### src/rtl/kmap_eval_arbiter.sv
// kmap_eval_arbiter: a shared 4-input truth-table evaluator, f = TABLE[x], with
// round-robin arbitration across N_REQ requesters, a single registered response
// slot with backpressure, runtime table reprogramming and a 16-step self-scan
// that returns the full evaluated map.
module kmap_eval_arbiter #(
    parameter int          N_REQ       = 4,
    parameter int          ID_W        = 2,
    parameter logic [15:0] RESET_TABLE = 16'hD073
) (
    input  logic                 clk,
    input  logic                 areset_n,
    input  logic [N_REQ-1:0]     req_valid,
    input  logic [4*N_REQ-1:0]   req_x,
    output logic [N_REQ-1:0]     req_ready,
    output logic                 rsp_valid,
    output logic                 rsp_f,
    output logic [3:0]           rsp_x,
    output logic [ID_W-1:0]      rsp_id,
    input  logic                 rsp_ready,
    input  logic                 cfg_we,
    input  logic [15:0]          cfg_table,
    input  logic                 scan_start,
    output logic                 scan_busy,
    output logic                 scan_done,
    output logic [15:0]          scan_map
);

    typedef enum logic [1:0] {IDLE, SCAN, SDONE} state_t;

    state_t                  state_q, state_d;
    logic [15:0]             table_q, table_d;
    logic [ID_W-1:0]         rr_ptr_q, rr_ptr_d;
    logic [3:0]              scan_x_q, scan_x_d;
    logic [15:0]             scan_map_q, scan_map_d;
    logic                    scan_busy_q, scan_busy_d;
    logic                    scan_done_q, scan_done_d;
    logic                    rsp_valid_q, rsp_valid_d;
    logic                    rsp_f_q, rsp_f_d;
    logic [3:0]              rsp_x_q, rsp_x_d;
    logic [ID_W-1:0]         rsp_id_q, rsp_id_d;

    logic [N_REQ-1:0][3:0]   req_x_a;
    logic [N_REQ-1:0]        ready_c;
    logic [ID_W-1:0]         gnt_id;
    logic                    gnt_any;
    logic                    take;
    logic                    can_accept;

    assign req_x_a    = req_x;
    assign can_accept = !rsp_valid_q || rsp_ready;

    // Round-robin search: first valid requester starting at rr_ptr, wrapping.
    always_comb begin
        int idx;
        gnt_any = 1'b0;
        gnt_id  = '0;
        idx     = 0;
        for (int i = 0; i < N_REQ; i++) begin
            idx = int'(rr_ptr_q) + i;
            if (idx >= N_REQ) idx = idx - N_REQ;
            if (!gnt_any && req_valid[idx]) begin
                gnt_any = 1'b1;
                gnt_id  = ID_W'(idx);
            end
        end
    end

    // Next-state: config beats scan start beats grants; the slot drains in every state.
    always_comb begin
        state_d    = state_q;
        table_d    = table_q;
        rr_ptr_d   = rr_ptr_q;
        scan_x_d   = scan_x_q;
        scan_map_d = scan_map_q;
        rsp_valid_d = rsp_valid_q;
        rsp_f_d    = rsp_f_q;
        rsp_x_d    = rsp_x_q;
        rsp_id_d   = rsp_id_q;
        ready_c    = '0;
        take       = 1'b0;
        case (state_q)
            IDLE: begin
                if (cfg_we) begin
                    table_d = cfg_table;
                end else if (scan_start) begin
                    state_d  = SCAN;
                    scan_x_d = 4'd0;
                end else if (can_accept && gnt_any) begin
                    ready_c[gnt_id] = 1'b1;
                    take            = 1'b1;
                end
            end
            SCAN: begin
                scan_map_d[scan_x_q] = table_q[scan_x_q];
                scan_x_d             = scan_x_q + 4'd1;
                if (scan_x_q == 4'd15) state_d = SDONE;
            end
            SDONE:   state_d = IDLE;
            default: state_d = IDLE;
        endcase
        if (take) begin
            rsp_valid_d = 1'b1;
            rsp_f_d     = table_q[req_x_a[gnt_id]];
            rsp_x_d     = req_x_a[gnt_id];
            rsp_id_d    = gnt_id;
            rr_ptr_d    = (gnt_id == ID_W'(N_REQ - 1)) ? '0 : gnt_id + ID_W'(1);
        end else if (rsp_ready) begin
            rsp_valid_d = 1'b0;
        end
        scan_busy_d = (state_d == SCAN);
        scan_done_d = (state_d == SDONE);
    end

    // State and registered outputs; reset discards any in-flight scan or response.
    always_ff @(posedge clk or negedge areset_n) begin
        if (!areset_n) begin
            state_q     <= IDLE;
            table_q     <= RESET_TABLE;
            rr_ptr_q    <= '0;
            scan_x_q    <= '0;
            scan_map_q  <= '0;
            scan_busy_q <= 1'b0;
            scan_done_q <= 1'b0;
            rsp_valid_q <= 1'b0;
            rsp_f_q     <= 1'b0;
            rsp_x_q     <= '0;
            rsp_id_q    <= '0;
        end else begin
            state_q     <= state_d;
            table_q     <= table_d;
            rr_ptr_q    <= rr_ptr_d;
            scan_x_q    <= scan_x_d;
            scan_map_q  <= scan_map_d;
            scan_busy_q <= scan_busy_d;
            scan_done_q <= scan_done_d;
            rsp_valid_q <= rsp_valid_d;
            rsp_f_q     <= rsp_f_d;
            rsp_x_q     <= rsp_x_d;
            rsp_id_q    <= rsp_id_d;
        end
    end

    // Accept is combinational but forced low while reset is held.
    assign req_ready = ready_c & {N_REQ{areset_n}};
    assign rsp_valid = rsp_valid_q;
    assign rsp_f     = rsp_f_q;
    assign rsp_x     = rsp_x_q;
    assign rsp_id    = rsp_id_q;
    assign scan_busy = scan_busy_q;
    assign scan_done = scan_done_q;
    assign scan_map  = scan_map_q;

endmodule

### config.mk
export PLATFORM = sky130hd
export DESIGN_NAME = kmap_eval_arbiter
export DESIGN_NICKNAME = d
export VERILOG_FILES = /design/src/rtl/kmap_eval_arbiter.sv
export SDC_FILE = /design/constraint.sdc
export NUM_CORES = 1
export LEC_CHECK = 0
export BUFFER_PORTS_ARGS = -buffer_cell sky130_fd_sc_hd__clkbuf_2
export CAP_MARGIN = 25
export CORE_ASPECT_RATIO = 0.8
export CORE_UTILIZATION = 48
export CTS_CLUSTER_DIAMETER = 80
export DETAILED_ROUTE_END_ITERATION = 10
export GPL_TIMING_DRIVEN = 0
export HOLD_SLACK_MARGIN = 0.02
export PLACE_DENSITY = 0.76
export SLEW_MARGIN = 20
export SYNTH_ARGS = -nofsm -noshare
export SYNTH_HDL_FRONTEND = slang
export SYNTH_SLANG_ARGS = --single-unit
### constraint.sdc
create_clock -name clk -period 2.5 [get_ports clk]
set_input_delay 0.25 -clock clk [delete_from_list [all_inputs] [get_ports clk]]
set_output_delay 0.25 -clock clk [all_outputs]
set_load 0.05 [all_outputs]
==> results of run 1 <==
## registers in the layout, summed over array words and instances (netlist names)
register	flops
scan_map	16
table_q	16
rsp_f	1
rsp_id	2
rsp_valid	1
rr_ptr_q	2
rsp_x	4
scan_done	1
scan_x_q	4
scan_busy	1
state_q	2
## cell families (layout without fill, tap and decap cells)
group	count (synthesis)	in the layout	synth area share, %
mux	52	52	24.3
simple gates	85	85	15.1
compound gates	30	30	8.65
flops	50	50	45.6
fa+ha+maj	8	8	3.62
buf+inv	19	100	2.72
## worst max-delay path: stages, from the launching register on
cell and delay [ns]:
dfrtp_1 0.42, nor2_2 0.06, o21bai_4 0.17, a221oi_4 0.31
inv_4 0.10, mux2i_4 0.22, mux2i_4 0.24, mux2_4 0.33
a221oi_2 0.24, nor4_1 0.09, a211o_1 0.24
## final cells by class
class / instances / share of cell area [%]
clock inverters: 2 / 1.10
multi-input cells: 175 / 43.2
repair buffers: 75 / 11.7
well taps: 78 / 2.85
flip-flops and latches: 50 / 36.9
inverters: 7 / 0.841
plain buffers: 10 / 1.32
clock buffers: 6 / 2.12
## per-layer routing
layer,vias to the layer above,routed length (microns),share of wire [%],global-route usage [%]
li1,1036,-,-,-
met1,1036,2910,50,30.3
met2,45,2540,44,30.3
met3,9,246,4.2,4.49
met4,0,89,1.5,7.04
met5,-,0,0,0
## cells in the mapped netlist
master	n	share of area [%]
nand4_1	1	0.23
a221oi_1	2	0.63
nor2b_1	4	0.91
o21bai_4	1	0.68
nand2b_1	5	1.1
dfrtp_1	42	38
dfstp_2	8	7.6
or2_2	1	0.23
mux2_1	1	0.41
o31ai_1	1	0.27
a211o_1	2	0.63
a21o_1	3	0.81
mux4_2	5	4.1
inv_4	1	0.23
inv_1	6	0.81
a211oi_1	3	0.81
a221oi_4	1	0.95
and4_1	2	0.63
nand4b_1	1	0.32
a32oi_1	1	0.32
nor4_1	1	0.23
clkbuf_1	11	1.5
nand3_1	6	1.1
o311ai_1	1	0.32
mux2_4	1	0.54
ha_1	8	3.6
nand3b_1	4	1.1
nand2_1	23	3.1
a21oi_1	4	0.72
and3_1	4	0.91
mux2_2	35	14
and2_1	1	0.23
nand4_2	1	0.45
nor3_1	8	1.4
a31oi_1	2	0.45
nor2_1	23	3.1
mux2i_1	7	2.5
o21ai_0	6	1.1
buf_2	1	0.18
mux2i_4	3	2.4
a22o_1	3	0.95
## power by group through the flow
| stage | registers [mW] | logic, mW | clock network, mW |
|---|---|---|---|
| 2_1_floorplan | 2.10 | 1.42 | 0 |
| 3_3_place_gp | 1.50 | 2.56 | 0 |
| 3_5_place_dp | 1.52 | 2.62 | 0 |
| 4_1_cts | 1.52 | 2.69 | 0.578 |
| 5_1_grt | 1.59 | 2.96 | 0.602 |
| 6_report | 1.53 | 2.74 | 0.568 |
## worst paths after layout
check / startpoint / cells after the start / end
worst max-delay path: rr_ptr_q[1] / 10 / rsp_f
worst min-delay path: areset_n / 1 / state_q[0]
worst max register to register: rr_ptr_q[1] / 10 / rsp_f
worst min register to register: rsp_id[0] / 2 / rsp_id[0]
max in group asynchronous: areset_n / 1 / scan_x_q[1]
min in group clk: cfg_table[10] / 2 / table_q[10]
## per-stage QoR
step	hold slack, ns	worst slack (ns)	cells	instance area (sq um)
global route	0.0544	-0.148	403	3420
global placement	0.471	-0.384	392	3210
CTS	0.0258	-0.0540	402	3380
finish	0.00209	-0.0197	403	3420
floorplan	-0.0456	-0.104	244	2760
detailed placement	0.366	-0.408	392	3210
## timing repair
action                     in CTS  in global routing
buffers inserted                4                  1
gates resized for setup         9                 11
pin swaps                       1                  3
setup endpoints to repair      14                 13
==> results.json, run 1 <==
{
  "regArea_sq_mm": 0.00126,
  "r2r_slack_ns": -0.02,
  "cap_violations": 0,
  "grt_start_max_net_pins": 55,
  "rsz0062_at_grt": "true",
  "vias": 2126,
  "die_w_microns": 86.8,
  "syn-num-nets": 293,
  "critical_path.endpoint_type": "register",
  "finalSetupViolations": 1,
  "pin_count": 71,
  "pwr-share-clk_pct": 11.7,
  "grt_pass1_vias": 2018,
  "crit_type": "reg -> reg",
  "drv_slew": 0,
  "yosysSeqAreaShare_pct": 45.6,
  "hp-class": "in -> async",
  "synth_cell_types": 41,
  "grt_pass1_wl_microns": 9580,
  "clock_sinks": 50,
  "yosysWarnings": 0,
  "startpoint_type": "register",
  "antenna_found_initial": 0,
  "diodes": 0,
  "synth_area_sq_mm": 0.00276,
  "clock.fmax_ghz": 0.397,
  "nFillCells": 474,
  "relSlewSlack_pct": 54.0,
  "io_buffers": 70,
  "core_sq_mm": 0.00550,
  "drc": 0,
  "cts_buffer_depth": 2,
  "power_frac_seq_pct": 31.6,
  "finClkSkew_ns": 0.00924,
  "rows": 24,
  "netSwitchingFraction_pct": 46.0,
  "htree_levels": 2,
  "grt.overflow.total": 0,
  "gp_congestion": 0.802,
  "start_util_pct": 50.3,
  "fin_ws_ns": -0.0197,
  "numCtsBuffers": 5,
  "final_common_cell": "clkbuf_2",
  "dieArea_sq_mm": 0.00607,
  "wl_per_cell_microns": 14.4,
  "layout-drive-gt1-share_pct": 46.5,
  "multi_input_area_sq_mm": 0.00148,
  "min_period_ns": 2.52,
  "peakVddDrop_mv": 0.528,
  "final_cell_mix": "clkbuf_2 (67), dfrtp_1 (41), mux2_2 (34)",
  "syn_area_per_cell_sq_um": 11.3,
  "required_ns": 2.70,
  "layout.nets": 373,
  "final_util_pct": 62.2,
  "final_hold_viol_count": 0,
  "drtIter0Drc": 74,
  "arrival_ns": 2.72,
  "p_switching_mw": 2.23,
  "finalCritPeriodShare_pct": 101,
  "violations": "setup timing",
  "worst_pin_slew_ns": 0.690,
  "area_growth_pct": 23.8,
  "clkTransAtPathRegs_ns": 0.09,
  "p_leak_nw": 1.61,
  "ant_nets": 0,
  "power.density_mw_per_mm2": 1420,
  "fin_setup_tns_ns": -0.0197,
  "ys_ff_latch": 50,
  "die_h_microns": 69.9,
  "status": "complete, but fails checks",
  "cp_max_fo": 4,
  "dp_hpwl_microns": 4340,
  "total_power_mw": 4.84,
  "grt_use_total_pct": 20.6,
  "first_pass_iters": 4,
  "clk_latency_ns": 0.31,
  "tritoncts": "yes",
  "synthCells": 244,
  "postCtsHoldBufs": 0,
  "power_frac_comb_pct": 56.7,
  "clockRootBuffer": "clkbuf_8",
  "wl_microns": 5790,
  "via_per_inst": 5.28,
  "p_int_mw": 2.62
}
(Power assumes the default switching activity.)
==> run 2: changes to the inputs <==
--- a/config.mk
+++ b/config.mk
@@ -8,12 +8,14 @@
 export BUFFER_PORTS_ARGS = -buffer_cell sky130_fd_sc_hd__clkbuf_2
 export CAP_MARGIN = 25
 export CORE_ASPECT_RATIO = 0.8
-export CORE_UTILIZATION = 48
+export CORE_UTILIZATION = 50
+export CTS_BUF_LIST = sky130_fd_sc_hd__clkbuf_4
 export CTS_CLUSTER_DIAMETER = 80
 export DETAILED_ROUTE_END_ITERATION = 10
 export GPL_TIMING_DRIVEN = 0
 export HOLD_SLACK_MARGIN = 0.02
-export PLACE_DENSITY = 0.76
+export PLACE_DENSITY = 0.79
+export SKIP_CTS_REPAIR_TIMING = 1
 export SLEW_MARGIN = 20
 export SYNTH_ARGS = -nofsm -noshare
 export SYNTH_HDL_FRONTEND = slang
==> run 2 against run 1 <==
  * The run still ends with setup timing left
  * Hold slack improved by 0.13 ns
  * Critical path depth rose by 1
  * Global-route usage rose by 0.21 points
  * Core utilization rose by 4.3 points
  * Design area rose by 0.18%
  * Combinational power rose by 4%
  * Cell count fell by 2.5%
  * Clock-buffer cell count rose by 1
  * Clock skew rose by 0.014 ns
  * Total power fell by 1.6%
  * Critical path type unchanged
==> results.json, run 2 (synthesized netlist as in run 1, its figures left out) <==
{
  "power.density_mw_per_mm2": 1390,
  "cap_violations": 0,
  "grt.overflow.total": 0,
  "clockRootBuffer": "clkbuf_4",
  "final_hold_viol_count": 0,
  "finClkSkew_ns": 0.0232,
  "violations": "setup timing",
  "dieArea_sq_mm": 0.00583,
  "rsz0062_at_grt": "true",
  "worst_pin_slew_ns": 0.688,
  "required_ns": 2.75,
  "tritoncts": "yes",
  "grt_use_met2_pct": 31.6,
  "drtIter0Drc": 116,
  "min_from": "cfg_table[11]",
  "clock.fmax_ghz": 0.375,
  "final_common_cell": "clkbuf_2",
  "status": "complete, but fails checks",
  "die_w_microns": 85.1,
  "io_buffers": 70,
  "fin_ws_ns": -0.164,
  "wl_microns": 5950,
  "drc": 0,
  "rows": 23,
  "cts_buffer_depth": 2,
  "dp_hpwl_microns": 4400,
  "core_sq_mm": 0.00515,
  "crit_type": "reg -> reg",
  "fin_setup_tns_ns": -0.164,
  "die_h_microns": 68.5,
  "grt_start_max_net_pins": 55,
  "startpoint_type": "register",
  "busiest_layer": "met2",
  "cp_common_cell": "mux2i_4",
  "layout.nets": 379,
  "peakVddDrop_mv": 0.725,
  "critical_path.endpoint_type": "register",
  "drv_slew": 0,
  "finalCritPeriodShare_pct": 107,
  "area_growth_pct": 24.0,
  "layout-drive-gt1-share_pct": 48.3,
  "gp_congestion": 0.821,
  "grt_pass1_vias": 1963,
  "final_cell_mix": "clkbuf_2 (66), dfrtp_1 (40), mux2_2 (34)",
  "antenna_found_initial": 0,
  "regArea_sq_mm": 0.00126,
  "htree_levels": 2,
  "max_stage_delay_ns": 0.45,
  "crit_chain": "nor2_2, o21bai_4, a221oi_4, buf_12, inv_8, mux2i_4, mux2i_4, mux2_4, o311ai_4, a31oi_1, a211o_1",
  "min_period_ns": 2.66,
  "nFillCells": 402,
  "clkTransAtPathRegs_ns": 0.14,
  "use_met1_pct": 30.9,
  "first_pass_iters": 4,
  "r2r-start": "rr_ptr_q[0]",
  "final_util_pct": 66.5,
  "vias": 2176,
  "via_per_inst": 5.54,
  "arrival_ns": 2.92,
  "relSlewSlack_pct": 54.2,
  "cp_max_fo": 6,
  "p_leak_nw": 1.62,
  "clk_latency_ns": 0.35,
  "pin_count": 71,
  "numCtsBuffers": 5,
  "diodes": 0,
  "clock_sinks": 50,
  "finalSetupViolations": 1,
  "multi_input_area_sq_mm": 0.00149,
  "grtUsageMet3_pct": 4.52,
  "grt_use_total_pct": 20.9,
  "startpoint": "rr_ptr_q[0]",
  "hp-class": "in -> reg",
  "start_util_pct": 53.7,
  "grt_pass1_wl_microns": 9490,
  "ant_nets": 0,
  "cpMaxStageDelayCell": "dfrtp_1",
  "wl_per_cell_microns": 15.1
}
-- run 2: cell types whose count changed in the layout (fill, tap and decap cells not counted), sizes merged --
cell	delta
bufinv	-1
buf	+5
dlygate4sd3	+1
clkbuf	+1
-- run 2: layout make-up --
cell class / instances / area share (%)
inverters: 7 / 0.986
clock buffers: 7 / 1.53
well taps: 62 / 2.26
multi-input cells: 175 / 43.5
repair buffers: 81 / 13.3
clock inverters: 1 / 0.219
plain buffers: 10 / 1.31
flip-flops and latches: 50 / 36.9
-- run 2: stage by stage --
stage	hold slack [ns]	power, mW	instances	instance area [sq um]	worst slack, ns
detailed placement	0.356	4.14	376	3190	-0.393
finish	0.129	4.76	393	3430	-0.164
global placement	0.469	4.06	376	3190	-0.360
floorplan	-0.0456	3.52	244	2760	-0.104
global route	0.101	5.09	393	3430	-0.277
CTS	-0.0510	4.50	384	3250	-0.410
-- run 2: where the power goes --
part | switching, mW | internal (mW)
clock network | 0.238 | 0.133
registers | 0.305 | 1.24
logic | 1.70 | 1.15
-- run 2: metal layers --
layer  share of wire, %  vias up
li1                   -     1051
met1                 49     1055
met2                 45       64
met3                5.6        6
met4               0.86        0
met5                  0        -
-- run 2: worst paths after layout --
kind	end	slack, ns	cells past startpoint
max reg2reg	rsp_f	-0.16	11
max	rsp_f	-0.16	11
min	table_q[11]	0.13	2
min reg2reg	rsp_id[1]	0.50	2
min in group asynchronous	scan_map[4]	0.48	2
max in group asynchronous	scan_x_q[1]	1.51	2
-- run 2: worst max-delay path, delay by kind of cell (launching register included) --
kind,cells,cell delay (ns)
compound gates,5,1.01
flops,1,0.45
simple gates,1,0.05
mux,3,0.84
buf+inv,2,0.21
==> run 3: changes to the inputs <==
--- a/config.mk
+++ b/config.mk
@@ -8,6 +8,7 @@
 export BUFFER_PORTS_ARGS = -buffer_cell sky130_fd_sc_hd__clkbuf_2
 export CAP_MARGIN = 25
 export CORE_ASPECT_RATIO = 0.8
+export CORE_MARGIN = 8
 export CORE_UTILIZATION = 50
 export CTS_BUF_LIST = sky130_fd_sc_hd__clkbuf_4
 export CTS_CLUSTER_DIAMETER = 80
==> run 3 against run 2 <==
  * The run still ends with setup timing left
  * Non-clock buffer count shrank 2
  * Sequential share of layout area grew 0.63 points
  * Clock power shrank 5%
  * Critical endpoint unchanged
==> results.json, run 3 (synthesized netlist as in run 1, its figures left out) <==
{
  "status": "complete, but fails checks",
  "violations": "setup timing",
  "arrival_ns": 2.97,
  "grt_pass1_vias": 2163,
  "critical_path.endpoint_type": "register",
  "drtIter0Drc": 108,
  "total_power_mw": 4.67,
  "drv_slew": 0,
  "r2r-start": "rr_ptr_q[1]",
  "tritoncts": "yes",
  "cp_common_cell": "mux2i_4",
  "wl_microns": 6410,
  "crit_chain": "nor2_2, o21bai_4, a221oi_4, inv_4, mux2i_4, mux2i_4, mux2_4, a221oi_2, nor4_1, a211o_1",
  "crit_type": "reg -> reg",
  "clk_latency_ns": 0.35,
  "die_h_microns": 82.5,
  "max_stage_delay_ns": 0.45,
  "grt.overflow.total": 0,
  "clock.fmax_ghz": 0.367,
  "ant_nets": 0,
  "cp_num_buf_inv": 1,
  "worst_pin_slew_ns": 0.690,
  "place_area_sq_mm": 0.00320,
  "htree_levels": 2,
  "wl_per_cell_microns": 16.3,
  "pin_count": 71,
  "final_cell_mix": "clkbuf_2 (68), dfrtp_1 (41), mux2_2 (35)",
  "cp_max_fo": 6,
  "required_ns": 2.75,
  "dp_hpwl_microns": 4840,
  "antenna_found_initial": 0,
  "layout-drive-gt1-share_pct": 46.8,
  "cap_violations": 0,
  "clockRootBuffer": "clkbuf_4",
  "p_leak_nw": 1.60,
  "numCtsBuffers": 5,
  "hold-path-endpoint": "table_q[11]",
  "whs_path_depth": 2,
  "multi_input_area_sq_mm": 0.00147,
  "gp_congestion": 0.866,
  "regArea_sq_mm": 0.00126,
  "die_w_microns": 99.1,
  "cpMaxStageDelayCell": "dfrtp_2",
  "fin_ws_ns": -0.223,
  "dieArea_sq_mm": 0.00818,
  "first_pass_iters": 4,
  "relSlewSlack_pct": 54.0,
  "area_growth_pct": 21.8,
  "final_common_cell": "clkbuf_2",
  "grt_use_total_pct": 14.9,
  "io_buffers": 70,
  "clock_sinks": 50,
  "core_sq_mm": 0.00541,
  "r2r-end": "rsp_f",
  "nFillCells": 471,
  "clkTransAtPathRegs_ns": 0.14,
  "min_period_ns": 2.72,
  "final_hold_viol_count": 0,
  "rr_worst_depth": 10,
  "fin_area_sq_mm": 0.00337,
  "min_from": "cfg_table[11]",
  "grt_pass1_wl_microns": 10100,
  "grt_start_max_net_pins": 55,
  "hp-class": "in -> reg",
  "via_per_inst": 5.43,
  "start_util_pct": 51.1,
  "rsz0062_at_grt": "true",
  "startpoint_type": "register",
  "vias": 2138,
  "finClkSkew_ns": 0.0185,
  "peakVddDrop_mv": 0.567,
  "diodes": 0,
  "finalCritPeriodShare_pct": 109,
  "path_delay_family": "compound AO/OA/AOI/OAI gates",
  "cts_buffer_depth": 2,
  "layout.nets": 377,
  "rows": 24,
  "power.density_mw_per_mm2": 1390,
  "finalSetupViolations": 3,
  "r2r_slack_ns": -0.22,
  "drc": 0
}
## run 3: area by class of cell
type,count,area share [%]
clock buffers,6,1.34
well taps,65,2.42
clock inverters,2,0.260
repair buffers,80,12.9
flip-flops and latches,50,37.5
plain buffers,9,1.15
multi-input cells,175,43.6
inverters,7,0.855
## run 3: per-stage QoR
step	hold slack, ns	TNS, ns	instances	worst slack [ns]	util, %
after floorplan	-0.0456	-0.104	244	-0.104	-
after global placement	0.466	-0.378	379	-0.369	59.1
after detailed placement	0.365	-0.668	380	-0.404	59.3
after CTS	-0.0360	-1.72	388	-0.463	60.3
after global routing	0.0966	-0.853	394	-0.298	62.3
final	0.124	-0.364	394	-0.223	62.3
## run 3: where the power goes
group / total (mW) / internal (mW) / switching (mW)
clock: 0.354 / 0.117 / 0.236
combinational: 2.78 / 1.09 / 1.70
sequential: 1.53 / 1.23 / 0.297
## run 3: worst max-delay path by stage
stage / slack (ns) / cells past startpoint / to / start
after floorplan: -0.10 / 10 / rsp_f / rr_ptr_q[1]
after global placement: -0.37 / 10 / rsp_f / rr_ptr_q[1]
after detailed placement: -0.40 / 10 / rsp_f / rr_ptr_q[1]
after CTS: -0.46 / 9 / req_ready[1] / rr_ptr_q[1]
after global routing: -0.30 / 10 / rsp_f / rr_ptr_q[1]
final: -0.22 / 10 / rsp_f / rr_ptr_q[1]
## run 3: worst reg2reg max path: cells and delay by family (launching register included)
family	cells	cell delay, ns
AO/OA/AOI/OAI	4	1.10
flip-flops	1	0.45
AND/OR/NAND/NOR	2	0.14
multiplexers	3	0.85
buffers and inverters	1	0.10
## run 3: per-layer routing
layer | wire [microns] | vias up | GRT usage, %
met4 | 48 | 0 | 2.56
met3 | 328 | 6 | 4.44
met5 | 0 | - | 0
li1 | - | 1044 | -
met1 | 2890 | 1040 | 19.0
met2 | 3140 | 48 | 25.3
